**src/rtl/div_arbiter.sv**
```systemverilog
// Two-requester round-robin front end for a shared multi-cycle 4-bit divider.
// A granted request has its operands latched. Divide-by-zero is answered
// locally without starting the divider. Other requests wait until IDLE.
module div_arbiter #(
   parameter int DIV_LATENCY = 5
) (
   input  logic       Clock,
   input  logic       Resetn,
   input  logic       reqA,
   input  logic       reqB,
   input  logic [3:0] dividendA,
   input  logic [3:0] divisorA,
   input  logic [3:0] dividendB,
   input  logic [3:0] divisorB,
   output logic       gntA,
   output logic       gntB,
   output logic       done,
   output logic       result_id,
   output logic [3:0] quotient,
   output logic [3:0] remainder,
   output logic       dz_err,
   output logic       busy,
   output logic       div_go,
   output logic [3:0] div_dividend,
   output logic [3:0] div_divisor,
   input  logic [3:0] div_quotient,
   input  logic [3:0] div_remainder
);

   typedef enum logic [1:0] {IDLE, ISSUE, WAIT, DONE} state_t;

   state_t     state, state_nxt;
   logic       ptr;          // 0 = A has priority on a tie, 1 = B
   logic       op_id;
   logic       win_id;
   logic       div_zero;
   logic [3:0] cnt;
   logic [3:0] op_dividend;
   logic [3:0] op_divisor;

   // A lone requester wins outright; a tie goes to the pointer side.
   assign win_id   = (reqA && reqB) ? ptr : reqB;
   assign div_zero = (op_divisor == 4'd0);

   assign div_dividend = op_dividend;
   assign div_divisor  = op_divisor;

   // State register.
   always_ff @(posedge Clock) begin
      if (!Resetn) state <= IDLE;
      else         state <= state_nxt;
   end

   // Next state and Moore outputs (decoded from state and latched operands).
   always_comb begin
      state_nxt = state;
      gntA      = 1'b0;
      gntB      = 1'b0;
      div_go    = 1'b0;
      done      = 1'b0;
      busy      = (state != IDLE);
      case (state)
         IDLE:  if (reqA || reqB) state_nxt = ISSUE;
         ISSUE: begin
            gntA      = !op_id;
            gntB      = op_id;
            div_go    = !div_zero;
            state_nxt = div_zero ? DONE : WAIT;
         end
         WAIT:  if (cnt == 4'd1) state_nxt = DONE;
         DONE: begin
            done      = 1'b1;
            state_nxt = IDLE;
         end
         default: state_nxt = IDLE;
      endcase
   end

   // Operand latch, arbitration pointer, latency counter and result registers.
   always_ff @(posedge Clock) begin
      if (!Resetn) begin
         ptr         <= 1'b0;
         op_id       <= 1'b0;
         cnt         <= 4'd0;
         op_dividend <= 4'd0;
         op_divisor  <= 4'd0;
         quotient    <= 4'd0;
         remainder   <= 4'd0;
         dz_err      <= 1'b0;
         result_id   <= 1'b0;
      end else begin
         case (state)
            IDLE: if (reqA || reqB) begin
               op_id       <= win_id;
               op_dividend <= win_id ? dividendB : dividendA;
               op_divisor  <= win_id ? divisorB  : divisorA;
               ptr         <= ~win_id;
            end
            ISSUE: begin
               if (!div_zero) begin
                  cnt <= 4'(DIV_LATENCY);
               end else begin
                  quotient  <= 4'hF;
                  remainder <= op_dividend;
                  dz_err    <= 1'b1;
                  result_id <= op_id;
               end
            end
            WAIT: begin
               cnt <= cnt - 4'd1;
               if (cnt == 4'd1) begin
                  quotient  <= div_quotient;
                  remainder <= div_remainder;
                  dz_err    <= 1'b0;
                  result_id <= op_id;
               end
            end
            default: ;
         endcase
      end
   end

endmodule
```
**config.mk**
```make
export PLATFORM = sky130hd
export DESIGN_NAME = div_arbiter
export DESIGN_NICKNAME = d
export VERILOG_FILES = /design/src/rtl/div_arbiter.sv
export SDC_FILE = /design/constraint.sdc
export NUM_CORES = 1
export LEC_CHECK = 0
export BUFFER_PORTS_ARGS = -buffer_cell sky130_fd_sc_hd__buf_4
export CORE_ASPECT_RATIO = 1.75
export CORE_MARGIN = 5
export CORE_UTILIZATION = 52
export DETAILED_ROUTE_END_ITERATION = 6
export PLACE_DENSITY_LB_ADDON = 0.12
export SETUP_SLACK_MARGIN = 0.4
export SYNTH_ARGS = -nofsm -noshare
export SYNTH_HDL_FRONTEND = slang
export SYNTH_SLANG_ARGS = --single-unit
```
**constraint.sdc**
```tcl
create_clock -name Clock -period 4.55 [get_ports Clock]
set_input_delay 0.2275 -clock Clock [delete_from_list [all_inputs] [get_ports Clock]]
set_output_delay 0.2275 -clock Clock [all_outputs]
set_load 0.03 [all_outputs]
```
; ---- Word level (Yosys, flattened, before mapping)
; Cells that the tools add are included.
[totals]
reg_bits = 26
inputBits = 28
out_inout_bits = 23
wordCells = 57
[classes]
n_addsub = 1
eq_ne = 8
muxes = 25
bitwise = 1
n_reduce_logical = 12
[op_table]
columns = operator, n
row1 = $mux 4, 7
row2 = $pmux 4 s2, 3
row3 = $mux 1, 10
row4 = $ne 2x2->1 const B, 4
row5 = $pmux 2 s4, 1
row6 = $reduce_and 2->1, 3
row7 = $eq 2x2->1 const B, 2
row8 = $eq 4x1->1 const B, 1
row9 = $logic_not 4->1, 1
row10 = $mux 2, 2
row11 = $pmux 1 s2, 2
row12 = $reduce_bool 2->1, 2
row13 = $sub 4x1->4 const B, 1
row14 = $reduce_and 3->1, 1
row15 = $eq 2x1->1 const B, 1
row16 = $logic_not 1->1, 2
row17 = $logic_not 2->1, 1
row18 = $logic_and 1x1->1, 1
row19 = $logic_or 1x1->1, 1
row20 = $not 1->1, 1

; ---- Logic depth before layout (Yosys ltp)
[depth]
ltp_word = 3
mapped_depth = 7
ltp_nobuf = 6

; ---- Least setup slack after synthesis
; Ideal clock, no wire load.
[synth_path]
path_type = register -> register
from = reg state[1]
to = reg quotient[0]
setup_ns = 0.091
arrival_ns = 1.612
required_ns = 4.459
slack_ns = 2.847
stages_incl_launch_ff = 8
path_buffers = 2
synth_period_minus_slack_ns = 1.703
path_cell_list = dfxtp_1 inv_1 ha_1 clkbuf_8 mux2_4 and2_4 buf_6 a311oi_1
[synth_between]
elab_chain_cells = 3
word_cells_on_any_way = 7
cone_classes = eq/ne: 4 / mux: 1 / reduce/logical: 2
[synth_rtl]
columns = element, line
row1 = from (decl), 32  ; state_t state, state_nxt;
row2 = from (signal assigned), 51  ; else state <= state_nxt;
row3 = $eq 2x1->1 / $eq 2x2->1 (equally long branches), 92  ; case (state)
row4 = $ne 2x2->1 (no line) / $reduce_bool 2->1 (equally long branches), n/a
row5 = $reduce_and 3->1 (no line), n/a
row6 = to (signal assigned), 112  ; quotient <= div_quotient;
row7 = to (decl), 19  ; output logic [3:0] quotient,
; Parallel ways exist; a longest one is shown, timed or not.
; A chain may end at the register's enable or synchronous reset.

; ---- Worst setup path in the final report
[layout_path]
from = reg state[0]
to = reg cnt[0]
[layout_between]
elab_chain_cells = 3
word_cells_on_any_way = 6
cone_classes = eq/ne: 3 / mux: 1 / reduce/logical: 2
[layout_rtl]
columns = element, line
row1 = $eq 2x1->1 / $eq 2x2->1 (equally long branches), 92
row2 = $ne 2x2->1 (no line) / $reduce_bool 2->1 (equally long branches), n/a
row3 = $reduce_and 2->1 (no line), n/a
row4 = to (signal assigned), 101  ; cnt <= 4'(DIV_LATENCY);
row5 = to (signal assigned), 110  ; cnt <= cnt - 4'd1;
row6 = to (decl), 37  ; logic [3:0] cnt;
; Parallel ways exist; a longest one is shown, timed or not.

==> impl_results.md <==
- Top cells by count, synth: dfxtp_1, mux2i_1, a21oi_1, nor2_1, inv_1
- Hold path start: reqB
- Fill cell count: 212
- Dpl cell area: 1710 um^2
- Starting Density: 0.545
- Cell taking the most area after synthesis: dfxtp_1
- Yosys warns: 0
- Num CTS Buffers: 3
- Pleak: approximately 0.87 nW
- Synth area leaders: dfxtp_1, mux2i_1, ha_1, a211oi_1, a21oi_1
- Distinct cells, synth: 35
- Synth Area per Inst: 9.31 um^2
- Avg Vias per Cell: 5.70
- Number of flops mapped to enable cells by yosys: 0
- Max Buffers Root-to-Sink: 2
- Critical Path Source: state[0]$_SDFFE_PN0P_
- Relative slew slack: 0.546
- # DRC: 0
- Routed vias: ~1200
- Hold Path Class: in2reg
- Most numerous cell in the Yosys netlist: dfxtp_1
- GPL Wtd Cong: 0.795
- Cell mode on critical path: nor2_1
- Largest net degree at the start of global routing: 20
- Area grow syn2layout: 31.0%
- ANT cells: 0
- Mapped Area: 1360 um^2
- Detailed Route WL: approximately 3300 um
- Final setup viols: 0
- Router iterations before antenna repair: 4
- Flop2flop setup slack: 2600 ps
- Async set-reset flop share out of synthesis: 0
- Critical path class: reg2reg
- Top-area cell type share of the netlist area: 0.383
- R2R Path Start: state[0]$_SDFFE_PN0P_
- Clk_skew: 7.38 ps
- I/O pins: 51
- Vias in the first global route: 1247
- Seq/Total Area, Yosys: 0.383
- Cts hold-fix bufs: 0
- Die height: 77.6 um
- CTS tree: yes
- WL per Instance: 15.1 um
- R2r worst-path depth: 6
- CP Capture Type: flip-flop
- FF+latch area: approximately 520 um^2
- Worst r2r dst: cnt[0]$_SDFFE_PN0P_
- Peak VDD IR: 0.000494 V
- Final antenna-violating net count: 0
- Total congestion overflow: 0
- CP max-delay cell: ha_1
- Final Hold Violating Endpoints: 0
- Total GRT Usage: 0.175
- Clock Latency Late Sink: 270 ps
- DRT iter0 DRCs: 34
- Port Buffers: 50
- Clock H-tree levels: 1
- Pwr Density: 719 nW/um^2
- Row cnt: 24
- Max FO, Critical Path: 18
- Fmax: 0.513 GHz
- Post-CTS Setup Repair Bufs: 0
- # nets final: 229
- RSZ-0062 raised after global routing: no
- Arrival @ worst endpoint: about 2100 ps
- Worst Tran Pin Value: 681 ps
- Global-route wire length before repair: 5470 um
- Clk slew on worst S/H paths: 80 ps
- Worst setup path end: cnt[0]$_SDFFE_PN0P_
- Clock root cell: clkbuf_8
- Share of cells above drive strength 1: 0.321
- Startpoint Class: flip-flop
- Seq cells post-synth: 26
- Placeable Area: about 2500 um^2
- Final worst-path cycle share: 0.429
- Final min period: 1950 ps
- Critical path required time: ~4700 ps
- Clock Sinks: 26
- Final HPWL DP: 2560 um
- Post-route cell area: 1780 um^2
- Post-synth top flop: dfxtp_1
- Chip width: 48.6 um
- Area occupied by multi-input gates: 728 um^2
- Synth Net Count: around 180
- Max Cap Violations: 0
- Final Max Tran Viols: 0
- Crit-path cells: inv_1 > ha_1 > nor2_1 > a21oi_1 > nor2_1 > a311oi_1
- Post-Synthesis Cells: 146
- Total Neg Setup Slack: 0 ps
- Outcome: completed
- # resized after CTS: 0
- Crit-path max cell delay: 620 ps
- Initial antenna violation count: 0
- Die area: ~3800 um^2
-- layer usage --
| metal | global-route usage | vias up | share of wire |
|---|---|---|---|
| li1 | - | 615 | - |
| met2 | 0.331 | 49 | 0.54 |
| met5 | 0 | - | 0 |
| met4 | 0.0593 | 0 | 0.012 |
| met3 | 0.0421 | 4 | 0.065 |
| met1 | 0.181 | 581 | 0.38 |
-- area by class of cell --
| class | count | area share |
|---|---|---|
| clock buffer | 3 | 0.0232 |
| clock inverter | 1 | 0.0169 |
| inverter | 12 | 0.0253 |
| multi-input combinational | 100 | 0.409 |
| sequential | 26 | 0.292 |
| tap | 26 | 0.0183 |
| timing repair buffer | 51 | 0.215 |
-- how the worst min path moves through the flow --
stage          slack [ps]  depth (start not counted)               end
2_1_floorplan         350                          1  ptr$_SDFFE_PN0P_
3_3_place_gp          450                          2  ptr$_SDFFE_PN0P_
3_5_place_dp          450                          2  ptr$_SDFFE_PN0P_
4_1_cts               170                          2  ptr$_SDFFE_PN0P_
5_1_grt               170                          2  ptr$_SDFFE_PN0P_
6_report              180                          2  ptr$_SDFFE_PN0P_
-- per-stage QoR --
step,std cells,util,total power (W),worst slack [ps],hold slack (ps)
2_1_floorplan,146,-,0.000891,2850,346
4_1_cts,219,0.714,0.00129,2610,171
6_report,219,0.714,0.00128,2600,176
3_5_place_dp,215,0.686,0.00109,2630,455
3_3_place_gp,215,0.686,0.00108,2740,455
5_1_grt,219,0.714,0.00137,2380,169
-- flip-flops by register name, indices dropped and copies added (netlist names) --
| register | flops |
|---|---|
| quotient | 4 |
| result_id | 1 |
| dz_err | 1 |
| cnt | 4 |
| remainder | 4 |
| div_divisor | 4 |
| ptr | 1 |
| state | 2 |
| op_id | 1 |
| div_dividend | 4 |
-- kinds of logic after synthesis --
| group | share of synthesized area |
|---|---|
| AO/OA/AOI/OAI | 0.210 |
| adder cells (fa/ha/maj) | 0.0645 |
| buffers and inverters | 0.0810 |
| flip-flops | 0.383 |
| multiplexers | 0.114 |
| AND/OR/NAND/NOR | 0.147 |
-- cells in the final DEF (no fill, tap or decap), types with 2 or more instances in the layout --
cell / netlist / layout
a211oi_1: 9 / 9
ha_1: 7 / 7
nor2_1: 13 / 13
buf_4: 0 / 51
inv_1: 11 / 11
a311oi_1: 6 / 6
clkbuf_8: 1 / 3
a21oi_1: 13 / 13
o211a_1: 4 / 4
o21ai_0: 3 / 3
dfxtp_1: 26 / 26
mux2i_1: 14 / 14
and2_1: 2 / 2
nand2_1: 7 / 7
nand3_1: 4 / 4
a21o_1: 2 / 2
-- critical path: cells and delay by family (launching register included) --
family,cells,cell delay [ps]
AO/OA/AOI/OAI,2,540
adder cells (fa/ha/maj),1,620
buffers and inverters,1,140
flip-flops,1,340
AND/OR/NAND/NOR,2,230
-- power by group --
part           internal (W)  switching (W)  leakage, nW  total [W]
sequential         0.000319      0.0000734        0.214   0.000392
clock              0.000118      0.0000708       0.0357   0.000188
combinational      0.000284       0.000415        0.621   0.000699
Note: power is estimated with default switching activity, not from simulation.
